## src/rtl/mem_burst_master_pkg.sv

```systemverilog
// Shared encodings and helpers for the main-memory burst master.
package mem_burst_master_pkg;

   typedef enum logic [1:0] {
      ACC_1  = 2'b00,
      ACC_4  = 2'b01,
      ACC_8  = 2'b10,
      ACC_16 = 2'b11
   } acc_size_e;

   typedef enum logic [1:0] {
      IDLE = 2'b00,
      RD   = 2'b01,
      WR   = 2'b10,
      ERR  = 2'b11
   } state_e;

   // A request is only admitted when a full 16-word burst is guaranteed to fit.
   localparam int MIN_HEADROOM = 16;

   function automatic logic [4:0] burst_len(input logic [1:0] code);
      case (acc_size_e'(code))
         ACC_1:   return 5'd1;
         ACC_4:   return 5'd4;
         ACC_8:   return 5'd8;
         default: return 5'd16;
      endcase
   endfunction

endpackage

```

## src/rtl/mem_burst_master_rd_fifo.sv

```systemverilog
// Synchronous FIFO buffering returned read words; power-of-two depth.
module mem_rd_fifo #(
   parameter int WIDTH = 33,
   parameter int DEPTH = 32
) (
   input  logic                     clk,
   input  logic                     rst,
   input  logic                     push,
   input  logic [WIDTH-1:0]         push_data,
   input  logic                     pop,
   output logic [WIDTH-1:0]         pop_data,
   output logic [$clog2(DEPTH):0]   count,
   output logic                     empty,
   output logic                     full
);

   localparam int AW = $clog2(DEPTH);
   localparam int CW = AW + 1;

   logic [WIDTH-1:0] storage [DEPTH];
   logic [AW-1:0]    wr_ptr;
   logic [AW-1:0]    rd_ptr;
   logic             do_push;
   logic             do_pop;

   assign empty    = (count == '0);
   assign full     = (count == CW'(DEPTH));
   assign do_pop   = pop && !empty;
   assign do_push  = push && (!full || do_pop);
   assign pop_data = storage[rd_ptr];

   always_ff @(posedge clk) begin
      if (do_push) storage[wr_ptr] <= push_data;
   end

   always_ff @(posedge clk) begin
      if (rst) begin
         wr_ptr <= '0;
         rd_ptr <= '0;
         count  <= '0;
      end else begin
         if (do_push) wr_ptr <= wr_ptr + AW'(1);
         if (do_pop)  rd_ptr <= rd_ptr + AW'(1);
         case ({do_push, do_pop})
            2'b10:   count <= count + CW'(1);
            2'b01:   count <= count - CW'(1);
            default: count <= count;
         endcase
      end
   end

endmodule

```

## src/rtl/mem_burst_master.sv

```systemverilog
// Main-memory initiator: single-word writes and buffered burst reads.
module mem_burst_master
   import mem_burst_master_pkg::*;
#(
   parameter int ADDRESS_SIZE = 32,
   parameter int DATA_SIZE    = 32,
   parameter int ACCESS_SIZE  = 2,
   parameter int FIFO_DEPTH   = 32
) (
   input  logic                     clk,
   input  logic                     rst,
   input  logic                     req_valid,
   output logic                     req_ready,
   input  logic                     req_wren,
   input  logic [ADDRESS_SIZE-1:0]  req_addr,
   input  logic [ACCESS_SIZE-1:0]   req_acc_size,
   input  logic [DATA_SIZE-1:0]     req_wdata,
   output logic [DATA_SIZE-1:0]     rd_data,
   output logic                     rd_last,
   output logic                     rd_valid,
   input  logic                     rd_ready,
   output logic                     err,
   output logic [ADDRESS_SIZE-1:0]  mem_addr,
   output logic [DATA_SIZE-1:0]     mem_d_in,
   output logic [ACCESS_SIZE-1:0]   mem_acc_size,
   output logic                     mem_wren,
   output logic                     mem_en,
   input  logic [DATA_SIZE-1:0]     mem_d_out
);

   localparam int CW = $clog2(FIFO_DEPTH) + 1;

   state_e                  state;
   state_e                  next_state;
   logic [ACCESS_SIZE-1:0]  acc_q;
   logic [4:0]              beat;
   logic                    last_beat;
   logic                    handshake;
   logic                    push;
   logic                    pop;
   logic [DATA_SIZE:0]      head;
   logic [CW-1:0]           fifo_count;
   logic                    fifo_empty;
   logic                    fifo_full;

   assign req_ready = (state == IDLE) && (int'(fifo_count) <= FIFO_DEPTH - MIN_HEADROOM);
   assign handshake = req_valid && req_ready;
   assign last_beat = (beat == burst_len(acc_q) - 5'd1);
   assign push      = (state == RD) && !fifo_full;
   assign rd_valid  = !fifo_empty;
   assign pop       = rd_valid && rd_ready;
   assign rd_data   = head[DATA_SIZE:1];
   assign rd_last   = !fifo_empty && head[0];

   always_comb begin
      next_state = state;
      case (state)
         IDLE: begin
            if (handshake) begin
               if (req_addr[1:0] != 2'b00) next_state = ERR;
               else if (req_wren)          next_state = WR;
               else                        next_state = RD;
            end
         end
         RD:      if (last_beat) next_state = IDLE;
         default: next_state = IDLE;
      endcase
   end

   // Memory pins are registered from the next state so they line up with the state they belong to.
   always_ff @(posedge clk) begin
      if (rst) begin
         state        <= IDLE;
         acc_q        <= '0;
         beat         <= '0;
         err          <= 1'b0;
         mem_en       <= 1'b0;
         mem_wren     <= 1'b0;
         mem_acc_size <= '0;
         mem_addr     <= '0;
         mem_d_in     <= '0;
      end else begin
         state <= next_state;
         beat  <= (state == RD && !last_beat) ? beat + 5'd1 : 5'd0;
         err   <= (next_state == ERR);
         if (handshake) acc_q <= req_acc_size;
         mem_en   <= (next_state == RD) || (next_state == WR);
         mem_wren <= (next_state == WR);
         if (next_state == RD) mem_acc_size <= handshake ? req_acc_size : acc_q;
         else                  mem_acc_size <= '0;
         if (handshake && next_state != ERR) mem_addr <= req_addr;
         if (handshake && next_state == WR)  mem_d_in <= req_wdata;
      end
   end

   mem_rd_fifo #(
      .WIDTH (DATA_SIZE + 1),
      .DEPTH (FIFO_DEPTH)
   ) rd_fifo (
      .clk       (clk),
      .rst       (rst),
      .push      (push),
      .push_data ({mem_d_out, last_beat}),
      .pop       (pop),
      .pop_data  (head),
      .count     (fifo_count),
      .empty     (fifo_empty),
      .full      (fifo_full)
   );

endmodule
```

## config.mk

```make
export PLATFORM = sky130hd
export DESIGN_NAME = mem_burst_master
export DESIGN_NICKNAME = d
export VERILOG_FILES = /design/src/rtl/mem_burst_master_pkg.sv /design/src/rtl/mem_burst_master_rd_fifo.sv /design/src/rtl/mem_burst_master.sv
export SDC_FILE = /design/constraint.sdc
export NUM_CORES = 1
export LEC_CHECK = 0
export CORE_ASPECT_RATIO = 0.5
export CORE_UTILIZATION = 57
export DETAILED_ROUTE_END_ITERATION = 6
export PLACE_DENSITY = 0.85
export SYNTH_ARGS = -nofsm -noshare
export SYNTH_HDL_FRONTEND = slang
export SYNTH_SLANG_ARGS = --single-unit
```

## constraint.sdc

```tcl
create_clock -name clk -period 10.3 [get_ports clk]
set_input_delay 2.06 -clock clk [delete_from_list [all_inputs] [get_ports clk]]
set_output_delay 2.06 -clock clk [all_outputs]
set_load 0.005 [all_outputs]
```

# Word-level counts from Yosys, hierarchy flattened
# Memory sizes are Yosys's and may differ from the RTL's. A register that Yosys moved wholly into a read port is not among the register bits.
# Index checks and enable logic that the tools add are counted.
# W data, S select, Z words.
# totals
register_bits	94
ramBits	1056
input_bits	103
output_inout_bits	104
memories	1
# op_classes
add_sub_neg	6
magnitude_cmp	1
eq_ne	11
n_mux	12
bitwise_logic	2
n_reduce_logical	22
# mem_list
memory	words	word_bits	rd	rd_clocked_by_memory_dff	write_ports	line_no	source
rd_fifo.storage	32	33	1	1	1	mem_burst_master_rd_fifo.sv:20	logic [WIDTH-1:0] storage [DEPTH];
# op_table
operator	n
$add A5 B1 Y5 const B	3
$pmux W5 S3	1
$pmux W6 S2	1
$logic_and A1 B1 Y1	10
$mux W2	5
$mux W5	2
$eq A2 B1 Y1 const B	4
$eq A2 B2 Y1 const B	4
$add A6 B1 Y6 const B	1
$eq A6 B6 Y1 const B	1
$le A6 B5 Y1 const B	1
$logic_not A6 Y1	1
$sub A6 B1 Y6 const B	1
$eq A5 B5 Y1	1
$sub A5 B1 Y5 const B	1
$logic_not A2 Y1	2
$pmux W2 S2	1
$reduce_bool A2 Y1	2
$reduce_or A2 Y1	2
$logic_not A1 Y1	3
$logic_or A1 B1 Y1	2
$mux W1	2
$ne A2 B2 Y1 const B	1
$not A1 Y1	2

# Longest topological paths before layout
# logic_depth
ltp_word	9
mapped_depth	14
mapped_depth_nobuf	11

# By module
# Synthesis repeated with hierarchy kept, for this count alone.
# unflattened
cells_unflattened	2017
area_unflattened_um2	44013.5
# modules_own_cells
mod	n_inst	cells_per_inst	area_each_um2	seq_area_each_um2
mem_rd_fifo	1	1665	41179.5	32130.8
mem_burst_master	1	352	2834.0	1561.5

# Worst setup path before layout
# Ideal clock, no wire load.
# synth_timing
path_kind	input to register
start	in rd_ready
end	reg rd_fifo.count[4]
setup_time_ns	0.070
arrival_time_ns	4.182
required_ns	10.230
slack_ns	6.047
stages	11
path_buffers	2
path_cell_list	o31a_1 clkbuf_1 ha_1 buf_1 xor2_1 ha_1 a21o_1 a22oi_1 o221a_2 or3_1 a21oi_1
# synth_between
elab_chain_len	6
elab_cells_between_ends	8
classes_between	eq/ne: 2; mux: 1; reduce/logical: 5
# synth_lines
element	line_no	source
from (decl)	mem_burst_master.sv:21	input logic rd_ready,
$logic_and A1 B1 Y1 *	mem_burst_master.sv:51	assign pop = rd_valid && rd_ready;
$logic_and A1 B1 Y1 *	mem_burst_master_rd_fifo.sv:28	assign do_pop = pop && !empty;
named net rd_fifo.do_pop	mem_burst_master_rd_fifo.sv:24	logic do_pop;
$logic_or A1 B1 Y1	mem_burst_master_rd_fifo.sv:29	assign do_push = push && (!full || do_pop);
$logic_and A1 B1 Y1	mem_burst_master_rd_fifo.sv:29	
$eq A2 B1 Y1 or $eq A2 B2 Y1 (tied branches)	mem_burst_master_rd_fifo.sv:44	case ({do_push, do_pop})
$pmux W6 S2 or $reduce_bool A2 Y1 (tied branches)	--	
to (signal assigned)	mem_burst_master_rd_fifo.sv:45	2'b10: count <= count + CW'(1);
to (signal assigned)	mem_burst_master_rd_fifo.sv:46	2'b01: count <= count - CW'(1);
to (signal assigned)	mem_burst_master_rd_fifo.sv:47	default: count <= count;
to (decl)	mem_burst_master_rd_fifo.sv:12	output logic [$clog2(DEPTH):0] count,
# The timed path passes the listed nets; every way through them passes the cells marked *.
# A chain may end at the register's enable or synchronous reset.

==> summary.md <==
| Metric | Value |
|---|---|
| I/O pins | approximately 210 |
| Mux cell area share after synthesis | 0.1784 |
| Crit Path Class | flip-flop to primary output |
| Max incr delay on CP | 0.95 ns |
| Status | finished clean |
| Port Buffers | 206 |
| Syn nets | around 2100 |
| Area after DPL | between 0.04 and 0.05 mm^2 |
| Share of post-route cells with drive strength above 1 | 0.2551 |
| Post_cts resized | 0 |
| Synth warn | 0 |
| Worst Tran Pin Value | 1.226 ns |
| Routed wire length | roughly 120000 um |
| Min Tclk post-route | 6.573 ns |
| Post-CTS Setup Inserts | 0 |
| DRT Pass-1 Iters | 6 |
| Asr flop ratio synth | 0 |
| Fin. Hold Viols | 0 |
| Synth Area in Simple Gates | 0.02456 |
| Leakage | 0.01525 uW |
| DRT antenna net count | 0 |
| Remaining global-route overflow | 0 |
| Synth top area share | 0.7221 |
| Final period util | 0.6382 |
| Ys flop type | edfxtp_1 |
| Worst endpoint required time | 8.24 ns |
| Critical R2R Launch | rd_fifo.count[3] |
| # setup viols final | 0 |
| Clock-pin transition on the worst setup and hold timing paths | roughly 0.070 ns |
| Total of fill cells in the finished design | 4231 |
| Maximum vdd drop | 0.1647 mV |
| Top-count cell post-synth | edfxtp_1 |
| Pins Over Slew Limit | 0 |
| Tot GR Track Use | 0.3137 |
| Skew-Pair Late Insertion Delay | 0.71 ns |
| Die area | a little under 0.08 mm^2 |
| Multi-input gate area | approximately 0.0099 mm^2 |
| Largest area contributor in the netlist | edfxtp_1 |
| Routed WL per cell | ~36 um |
| CTS Buf Count | 96 |
| Die H | 198.3 um |
| DR vias | between 20000 and 25000 |
| Initial antenna violation count | 3 |
| Ranking of synthesized cells by area | edfxtp_1 (72%), mux4_2 (17%), dfxtp_1 (4.5%) |
| Number of synthesized flops with an enable pin | ~1100 |
| RSZ-0062 raised after global routing | no |
| Synth unique cells | 41 |
| Register area share after synthesis | 0.7672 |
| CTS tree | yes |
| Max FO, Critical Path | 67 |
| Vias per std cell | 7.066 |
| Final Cell Area | between 0.05 and 0.06 mm^2 |
| Core Region | 0.07569 mm^2 |
| Max_slew headroom | 0.1802 |
| Largest net degree at the start of global routing | around 100 |
| DRC Markers | 0 |
| Clock tree sinks | 1155 |
| Critical-path top delay cell | dfxtp_4 |
| Critical path endpoint category | primary output |
| Fin Setup TNS | 0 ns |
| Compound-cell area share of the yosys netlist | 0.01117 |
| Max-cap violations | 0 |
| DP HPWL | 58520 um |
| Clock root buffer | clkbuf_16 |
| FMAX | 152.1 MHz |
| First-pass GRT wire length | between 150000 and 200000 um |
| Worst path arrival time | ~4.5 ns |
| Synth Cell Area | around 0.044 mm^2 |
| Post-Synth Adder-Cell Area | 0.003419 |
| Die X | between 300 and 400 um |
| Placer Congestion | 0.7647 |
| Worst Hold Class | flip-flop to flip-flop |
| Crit path cell chain | buf_4 > mux4_2 > mux4_2 > mux2_2 > clkdlybuf4s50_1 |
| # hold bufs at CTS | 0 |
| P per Cell Area | between 200 and 250 mW/mm^2 |
| Post-Synth XOR/XNOR Area | 0.002992 |
| Clock buffer depth | 3 |
| Synth Register Bits | 1155 |
| Final Skew | about 0.036 ns |
| CP Launch Type | flip-flop |
| Reg2reg setup slack | between 6 and 7 ns |
| Hold path startpoint | mem_addr[29] |
| Vias in the first global route | 23845 |
| Initial Util | 0.5802 |
| Avg Inst Size Synth | between 20 and 25 um^2 |
| Nets | 2371 |
| Cell mode on critical path | mux4_2 |
| Combinational family with the most area after synthesis | multiplexers |
| Site row count | 71 |
| CTS H-Tree Depth | 3 |
| Initial DRC Count | around 4100 |
| Seq. cell area | 0.03371 mm^2 |
| Syn-to-layout area delta | 14.93% |
| Most instantiated cells after synthesis | edfxtp_1 (1056), mux4_2 (326), nand2_1 (142) |
| Gate Count Post-Synth | slightly above 2000 |
[stage by stage]
step | util | instances | total power [uW] | hold slack [ns] | worst slack, ns
floorplan | - | 2021 | 6747 | 0.4527 | 6.047
finish | 0.6669 | 3356 | 11090 | 0.4508 | 3.727
detailed placement | 0.6258 | 3180 | 7361 | 0.4453 | 4.501
CTS | 0.6668 | 3354 | 11110 | 0.4526 | 3.747
global route | 0.6668 | 3354 | 11380 | 0.4656 | 3.636
global placement | 0.6258 | 3180 | 7287 | 0.4419 | 4.526
[cells by family (layout without fill, tap and decap cells)]
group                      Yosys count  count (layout)
adders and majority gates           12              12
other                                0               2
AOI/OAI and AO/OA                   89              89
DFF                               1155            1155
muxes                              371             371
and+or+nand+nor                    256             256
xor gates and xnor gates            15              15
buffers and inverters              123             434
[per-layer routing]
| layer | GRT usage | vias to the layer above | part of all wire |
|---|---|---|---|
| met2 | 0.5103 | 2330 | 0.49 |
| met3 | 0.08204 | 409 | 0.13 |
| met1 | 0.4063 | 12180 | 0.33 |
| li1 | - | 8791 | - |
| met5 | 0 | - | 0.00021 |
| met4 | 0.1336 | 4 | 0.049 |
[worst max-delay path, delay by kind of cell, from the launching register on]
| kind | cells | cell delay (ns) |
|---|---|---|
| buf+inv | 2 | 1.37 |
| mux | 3 | 1.31 |
| flops | 1 | 0.95 |
[flip-flops by register name (all words and copies together) (netlist names), named ones only]
signal           flops
rd_fifo.wr_ptr       5
beat                 5
mem_acc_size         2
rd_fifo.count        6
rd_fifo.storage   1056
rd_fifo.rd_ptr       5
acc_q                2
err                  1
mem_d_in            32
state                2
mem_addr            32
mem_en               1
mem_wren             1
[path summary, 6_finish.rpt]
kind	end	cells after the start
max	rd_data[12]	5
min	mem_addr[29]	2
max reg2reg	rd_fifo.storage[20][29]	5
min reg2reg	mem_addr[29]	2
[cell usage in the layout (no fill, tap or decap), types with 8 or more instances in the layout]
master / n
clkinv_1: 12
mux2i_1: 11
buf_4: 42
nor2_4: 32
nand2_1: 142
mux2_2: 34
clkbuf_16: 98
ha_1: 12
mux4_2: 326
edfxtp_1: 1056
clkdlybuf4s50_1: 205
clkbuf_1: 14
a21oi_1: 72
nor2_1: 40
clkinvlp_4: 9
xor2_1: 11
inv_1: 10
dfxtp_1: 94
bufinv_16: 8
clkinv_2: 18
[power breakdown]
part / switching [uW] / total (uW) / internal (uW)
logic: 934 / 2010 / 1080
registers: 117 / 5330 / 5210
clock network: 1780 / 3750 / 1970
[cell type report]
| type | instances | area share |
|---|---|---|
| sequential | 1155 | 0.6678 |
| multi-input combinational | 743 | 0.1968 |
| clock buffer | 113 | 0.04990 |
| timing repair buffer | 250 | 0.04779 |
| tap | 1022 | 0.02533 |
| clock inverter | 61 | 0.01153 |
| inverter | 10 | 0.0007437 |
| antenna | 2 | 0.00009916 |
No activity file was read; power rests on OpenSTA's default activity.
